==> config.mk <==
export PLATFORM = sky130hd
export DESIGN_NAME = clk_divider_multi
export DESIGN_NICKNAME = d
export VERILOG_FILES = /design/src/rtl/clk_divider_multi.sv
export SDC_FILE = /design/constraint.sdc
export NUM_CORES = 1
export LEC_CHECK = 0
export ABC_AREA = 1
export BUFFER_PORTS_ARGS = -buffer_cell sky130_fd_sc_hd__buf_4
export CORE_MARGIN = 5
export CORE_UTILIZATION = 55
export DETAILED_ROUTE_END_ITERATION = 6
export PLACE_DENSITY = 0.75
export SYNTH_ARGS = -nofsm -noshare
export SYNTH_HDL_FRONTEND = slang
export SYNTH_SLANG_ARGS = --single-unit
export TNS_END_PERCENT = 30
==> constraint.sdc <==
create_clock -name clk -period 7.3 [get_ports clk]
set_input_delay 1.46 -clock clk [delete_from_list [all_inputs] [get_ports clk]]
set_output_delay 1.46 -clock clk [all_outputs]
set_load 0.02 [all_outputs]
==> src/rtl/clk_divider_multi.sv <==
// Multi-channel programmable clock divider: NUM_CH square-wave outputs with
// rising-edge tick strobes, glitch-free half-period updates, gating and phase sync.
module clk_divider_multi #(
    parameter int NUM_CH       = 4,
    parameter int CNT_W        = 16,
    parameter int DEFAULT_HALF = 3,
    parameter int CH_W         = 2
) (
    input  logic              clk,
    input  logic              rst,
    input  logic [NUM_CH-1:0] ch_en,
    input  logic              sync,
    input  logic              wr_en,
    input  logic [CH_W-1:0]   wr_ch,
    input  logic [CNT_W-1:0]  wr_half,
    output logic [NUM_CH-1:0] clk_out,
    output logic [NUM_CH-1:0] tick,
    output logic [NUM_CH-1:0] pend
);

    localparam logic [CNT_W-1:0] HALF_RST = CNT_W'(DEFAULT_HALF);

    // Terminal count H_eff-1, where a programmed half-period of 0 behaves as 1.
    function automatic logic [CNT_W-1:0] last_cnt(input logic [CNT_W-1:0] half);
        return (half == '0) ? '0 : half - 1'b1;
    endfunction

    for (genvar i = 0; i < NUM_CH; i++) begin : g_ch
        logic [CNT_W-1:0] cnt_q, cnt_d;
        logic [CNT_W-1:0] half_cur_q, half_cur_d;
        logic [CNT_W-1:0] half_pend_q, half_pend_d;
        logic             clk_out_q, clk_out_d;
        logic             tick_q, tick_d;
        logic             pend_q, pend_d;
        logic             wr_hit;
        logic             wrap;
        logic             apply;

        // Channel indices at or above NUM_CH have no matching block, so such writes fall away.
        assign wr_hit = wr_en && (wr_ch == CH_W'(i));
        assign wrap   = (cnt_q >= last_cnt(half_cur_q));

        always_comb begin
            cnt_d     = cnt_q;
            clk_out_d = clk_out_q;
            tick_d    = 1'b0;
            apply     = 1'b0;
            if (!ch_en[i]) begin
                cnt_d     = '0;
                clk_out_d = 1'b0;
                apply     = pend_q;
            end else if (sync) begin
                cnt_d     = '0;
                clk_out_d = 1'b0;
                apply     = pend_q;
            end else if (wrap) begin
                cnt_d     = '0;
                clk_out_d = ~clk_out_q;
                tick_d    = ~clk_out_q;
                apply     = pend_q;
            end else begin
                cnt_d = cnt_q + 1'b1;
            end
            // New half-periods only take effect where cnt restarts at 0, so no overrun is possible.
            half_cur_d  = apply ? half_pend_q : half_cur_q;
            half_pend_d = wr_hit ? wr_half : half_pend_q;
            // A write landing on an apply edge keeps the channel pending for its new value.
            pend_d      = wr_hit | (pend_q & ~apply);
        end

        always_ff @(posedge clk or posedge rst) begin
            if (rst) begin
                cnt_q       <= '0;
                half_cur_q  <= HALF_RST;
                half_pend_q <= HALF_RST;
                clk_out_q   <= 1'b0;
                tick_q      <= 1'b0;
                pend_q      <= 1'b0;
            end else begin
                cnt_q       <= cnt_d;
                half_cur_q  <= half_cur_d;
                half_pend_q <= half_pend_d;
                clk_out_q   <= clk_out_d;
                tick_q      <= tick_d;
                pend_q      <= pend_d;
            end
        end

        assign clk_out[i] = clk_out_q;
        assign tick[i]    = tick_q;
        assign pend[i]    = pend_q;
    end

endmodule

* Word level (Yosys, flattened, before mapping)
Index checks and enable logic that the tools add are counted.
** Cells by class
- $add $sub $neg :: 8
- Order comparisons :: 4
- Equal/unequal tests :: 7
- Mux-type cells :: 52
- Bitwise operators :: 16
- Reduce and logical (&&, ||, !) cells :: 9
** Operators with widths (count)
- 2-to-1 mux 16 bit :: 16
- adder 16 x 1 -> 16 bit, second input constant :: 4
- >= comparator 16 bit :: 4
- logical NOT 16 bit :: 4
- subtractor 16 x 1 -> 16 bit, second input constant :: 4
- 2-to-1 mux 1 bit :: 36
- inequality test 3 x 1 -> 1 bit, second input constant :: 4
- NOT 1 bit :: 8
- bitwise AND 1 bit :: 4
- equality test 2 bit, second input constant :: 2
- logical AND 1 bit :: 4
- OR 1 bit :: 4
- equality test 2 x 1 -> 1 bit, second input constant :: 1
- logical NOT 2 bit :: 1
** Storage, ports and cells
- Register bits :: 204

* Depth between registers and ports, before layout
- Depth after elaboration :: 9
- Mapped depth :: 21
- Mapped depth without buffers :: 20

* Worst setup path after synthesis
No wires, ideal clock.
- Path kind :: register to register
- Start :: reg g_ch[3].half_cur_q[0]
- End :: reg g_ch[3].pend_q
- Library setup time :: 0.126 ns
- Data arrival time :: 2.443 ns
- Data required time :: 7.174 ns
- Setup slack :: 4.731 ns
- Cell stages (with the launch flop) :: 19
- Path buffers :: 1
- Clock period less this slack :: 2.569 ns
- Cells stage by stage :: dfstp_2 -> inv_1 -> ha_1 -> nand2_1 -> nor2_2 -> nand2_1 -> clkinv_1 -> nand3_1 -> o21ai_0 -> a21o_1 -> ha_1 -> nand2_1 -> o21ai_0 -> a21oi_2 -> nand3_2 -> nand2_4 -> buf_4 -> nand2_1 -> nand2_1
** Between the ends
- Longest elaborated chain between the ends :: 9
- Elaborated cells between the ends (all ways) :: 10
** RTL lines
- from (decl) :: line 30 : logic [CNT_W-1:0] half_cur_q, half_cur_d;
- from (signal assigned) :: line 81 : half_cur_q <= half_cur_d;
- subtractor 16 x 1 -> 16 bit / logical NOT 16 bit (equally long branches) :: line 25 : return (half == '0) ? '0 : half - 1'b1;
- 2-to-1 mux 16 bit (*) :: line 25
- >= comparator 16 bit (*) :: line 41 : assign wrap = (cnt_q >= last_cnt(half_cur_q));
- 2-to-1 mux 1 bit (*) :: line 56 : end else if (wrap) begin
- 2-to-1 mux 1 bit (*) :: line 52 : end else if (sync) begin
- 2-to-1 mux 1 bit (*) :: line 48 : if (!ch_en[i]) begin
- NOT 1 bit (*) :: line 68 : pend_d = wr_hit | (pend_q & ~apply);
- bitwise AND 1 bit (*) :: line 68
- OR 1 bit (*) :: line 68
- named net g_ch[3].pend_d :: line 34 : logic pend_q, pend_d;
- to (signal assigned) :: line 85 : pend_q <= pend_d;
- to (decl) :: line 34
The timed path passes the listed nets; every way through them passes the cells marked *.
A chain may end at the register's enable or synchronous reset.

* Worst setup path in the final report
- Start :: reg g_ch[0].half_cur_q[0]
- End :: reg g_ch[0].pend_q
** Between the ends
- Longest elaborated chain between the ends :: 9
- Elaborated cells between the ends (all ways) :: 10
** RTL lines (line)
- from (decl) :: 30
- from (signal assigned) :: 81
- subtractor 16 x 1 -> 16 bit / logical NOT 16 bit (equally long branches) :: 25
- 2-to-1 mux 16 bit (*) :: 25
- >= comparator 16 bit (*) :: 41
- 2-to-1 mux 1 bit (*) :: 56
- 2-to-1 mux 1 bit (*) :: 52
- 2-to-1 mux 1 bit (*) :: 48
- NOT 1 bit (*) :: 68
- bitwise AND 1 bit (*) :: 68
- OR 1 bit (*) :: 68
- named net g_ch[0].pend_d :: 34
- to (signal assigned) :: 85
- to (decl) :: 34
Marked as above.

==> results.cfg <==
[yosys]
yosys.area.top_type = dfrtp_1
synth.area.top_cells = dfrtp_1 (39%), nand2_1 (13%), ha_1 (8.0%)
syn-instance-count = 1510
yosysWarnings = 0
synthArstFlopShare_pct = 100
synth_edf_count = 0
synth.area.mux_share_pct = 0
synth_fa_ha_area_share_pct = 7.98
synth_top_family_by_area = simple AND/OR/NAND/NOR gates
synth_top_area_share_pct = 39.5
syn_area_per_cell_um2 = 7.90
synth-compound-area-share_pct = 6.49
ys.flop_type = dfrtp_1
synth_xor_area_share_pct = 3.31
ys_seq_area_share_pct = 43.0
netlist_area_um2 = 11900
ys_ff_latch = 204
synth_fp_nets = 1612
ys_types = 43
synth_simple_gate_area_share_pct = 31.8

[clock_network]
cts_made_buffers = 23
cts_tree = yes
cts_num_sinks = 204
postCtsSetupBuffers = 0
cts_hold_buf = 0
clkTransAtPathRegs_ns = 0.06
cts_buffer_depth = 3
cts.htree.levels = 1
cts_resized = 0
clock_latency_ns = 0.52
cts_root_buf = clkbuf_16

[cells_and_area]
layout_common_cells = nand2_1 (412), dfrtp_1 (188), inv_1 (151), nor2_1 (140), nand3_1 (137)
fillerInstances = 1901
layout-drive-gt1-share_pct = 12.2
final_common_cell = nand2_1
fin_util_pct = 61.4
multi_input_area_um2 = 5910
final_net_count = 1623
area_delta_synth_final_pct = 8.96
stdcell_area_um2 = 13000
diodes = 0
register_area_um2 = 5120

[outcome]
outcome = completed

[placed_design]
hpwlAfterDp_um = 18400
gp_congestion = 0.936
portBuffers = 37
place_area_um2 = 12300

[timing]
timing.fmax_ghz = 0.273
min_period_ns = 3.66
fin_skew_ns = 0.0196
final.setup.tns_ns = 0
maxSlewViolCount = 0
worst_pin_slew_ns = 1.04
rsz0062_at_grt = false
hold_viol_final = 0
finalCritPeriodShare_pct = 50.1
setup-violations-final = 0
relSlewSlack_pct = 30.7

[floorplanning]
dieArea_um2 = 24700
fp.dieH_um = 157
die_w_um = 157
fp.coreArea_um2 = 21200
rows = 53
boundaryPins = 38
start_util_pct = 56.4

[grt]
grt_pass1_vias = 9208
grt_overflow = 0
track_usage_pct = 21.0
grt_max_degree = 136
grt_pass1_wl_um = 43400
antenna_found_initial = 1

[setup_path]
slowest_delay_ns = 0.59
setup.worst_path.start_class = register
worst_path_dominant_cell_family = simple AND/OR/NAND/NOR gates
cp-end-kind = register
worst-path-buf-inv = 3
cp.required_ns = 7.72
critPathKind = reg -> reg
crit_path_frequent_cell = nand2_1
cpMaxStageDelayCell = nand3_2
path_cells = inv_1 -> ha_1 -> inv_1 -> nor3_1 -> nand3_1 -> inv_1 -> or2_2 -> ha_1 -> nand2_1 -> nand2_1 -> nand2_1 -> nand2_1 -> nand2_1 -> nand2_1 -> nand2_1 -> nand3_2 -> nand2_4 -> nand2_1 -> nand2_1
arrival_ns = 4.08
path_max_fanout = 34

[drt]
num_vias = 9615
drtPass1Iterations = 5
viasPerCell = 5.30
wire_per_inst_um = 14.0
wirelength_um = 25400
drc = 0
ant_nets = 0
drt_iter0_drc = 715

[pwr]
ir_drop_mv = 0.178
power.density_nw_per_um2 = 325
p_leak_uw = 0.00664

[run]
cap_viol_max_count = 0

[hold_path]
min_path_type = reg -> reg
[synthesized netlist by cell type, types with 3 or more instances]
library cell,count
nand3_1,137
a31o_2,3
inv_2,4
buf_4,18
a21o_1,3
nand4_1,20
and2_1,4
nand2_2,17
nand2_1,412
a21oi_2,4
clkbuf_1,16
dfrtp_1,188
dfstp_2,16
nor3_2,16
inv_1,152
nor2_1,140
nand3_2,6
or2_2,14
nand2_4,4
ha_1,76
nor4_1,8
nor2_4,9
xnor2_1,17
buf_2,12
nor2_2,18
nor3_1,24
xor2_1,28
a21oi_1,34
o21ai_0,84
buf_1,4
a31oi_1,5
[through the flow]
step | total power (uW) | setup slack [ns] | hold slack (ns) | std cells
detailed placement | 3130 | 3.66 | 0.459 | 1771
finish | 4220 | 3.64 | 0.468 | 1813
global route | 4580 | 3.25 | 0.472 | 1813
global placement | 3070 | 3.75 | 0.454 | 1771
CTS | 4250 | 3.62 | 0.466 | 1813
floorplan | 2780 | 0.299 | 0.442 | 1510
[cells by family after synthesis]
group | count (synthesis)
adders and majority gates | 76
AOI/OAI and AO/OA | 142
buffers and inverters | 210
xor gates and xnor gates | 45
and+or+nand+nor | 833
DFF | 204
[state kept, by name, indices dropped and copies added (netlist names)]
signal            count
g_ch.clk_out_q        4
g_ch.cnt_q           64
g_ch.half_cur_q      64
g_ch.half_pend_q     64
g_ch.pend_q           4
g_ch.tick_q           4
[worst register-to-register path, cell delays in order, from the launching register on]
cell	delay, ns
dfstp_2	0.54
inv_1	0.07
ha_1	0.19
inv_1	0.07
nor3_1	0.06
nand3_1	0.30
inv_1	0.10
or2_2	0.29
ha_1	0.30
nand2_1	0.07
nand2_1	0.04
nand2_1	0.05
nand2_1	0.04
nand2_1	0.05
nand2_1	0.06
nand2_1	0.09
nand3_2	0.59
nand2_4	0.48
nand2_1	0.11
nand2_1	0.08
[report_power, final]
part	internal, uW	switching [uW]	total [uW]
clock network	641	464	1100
logic	575	909	1480
registers	1360	269	1630
[layer usage]
metal | global-route usage, % | vias up | share of wire, %
met5 | 0 | - | 0
met4 | 5.12 | 0 | 2.1
met3 | 2.97 | 43 | 4.7
met2 | 34.8 | 180 | 47
met1 | 29.5 | 4505 | 47
li1 | - | 4887 | -
[layout make-up]
cell class,count,area share [%]
clock buffer,31,4.82
clock inverter,11,0.761
inverter,158,4.62
multi-input combinational,1096,45.5
sequential,204,39.4
tap,275,2.65
timing repair buffer,38,2.20
[worst paths after layout]
kind                                  startpoint               endpoint  slack, ns  cells past startpoint
min                        g_ch[1].half_cur_q[0]  g_ch[1].half_cur_q[0]       0.47                      2
min reg2reg                g_ch[1].half_cur_q[0]  g_ch[1].half_cur_q[0]       0.47                      2
min in group asynchronous                    rst  g_ch[3].half_cur_q[2]       1.10                      2
max reg2reg                g_ch[0].half_cur_q[0]         g_ch[0].pend_q       3.64                     19
max in group asynchronous                    rst  g_ch[1].half_cur_q[5]       4.67                      3
max                        g_ch[0].half_cur_q[0]         g_ch[0].pend_q       3.64                     19
No activity file was read; power rests on OpenSTA's default activity.
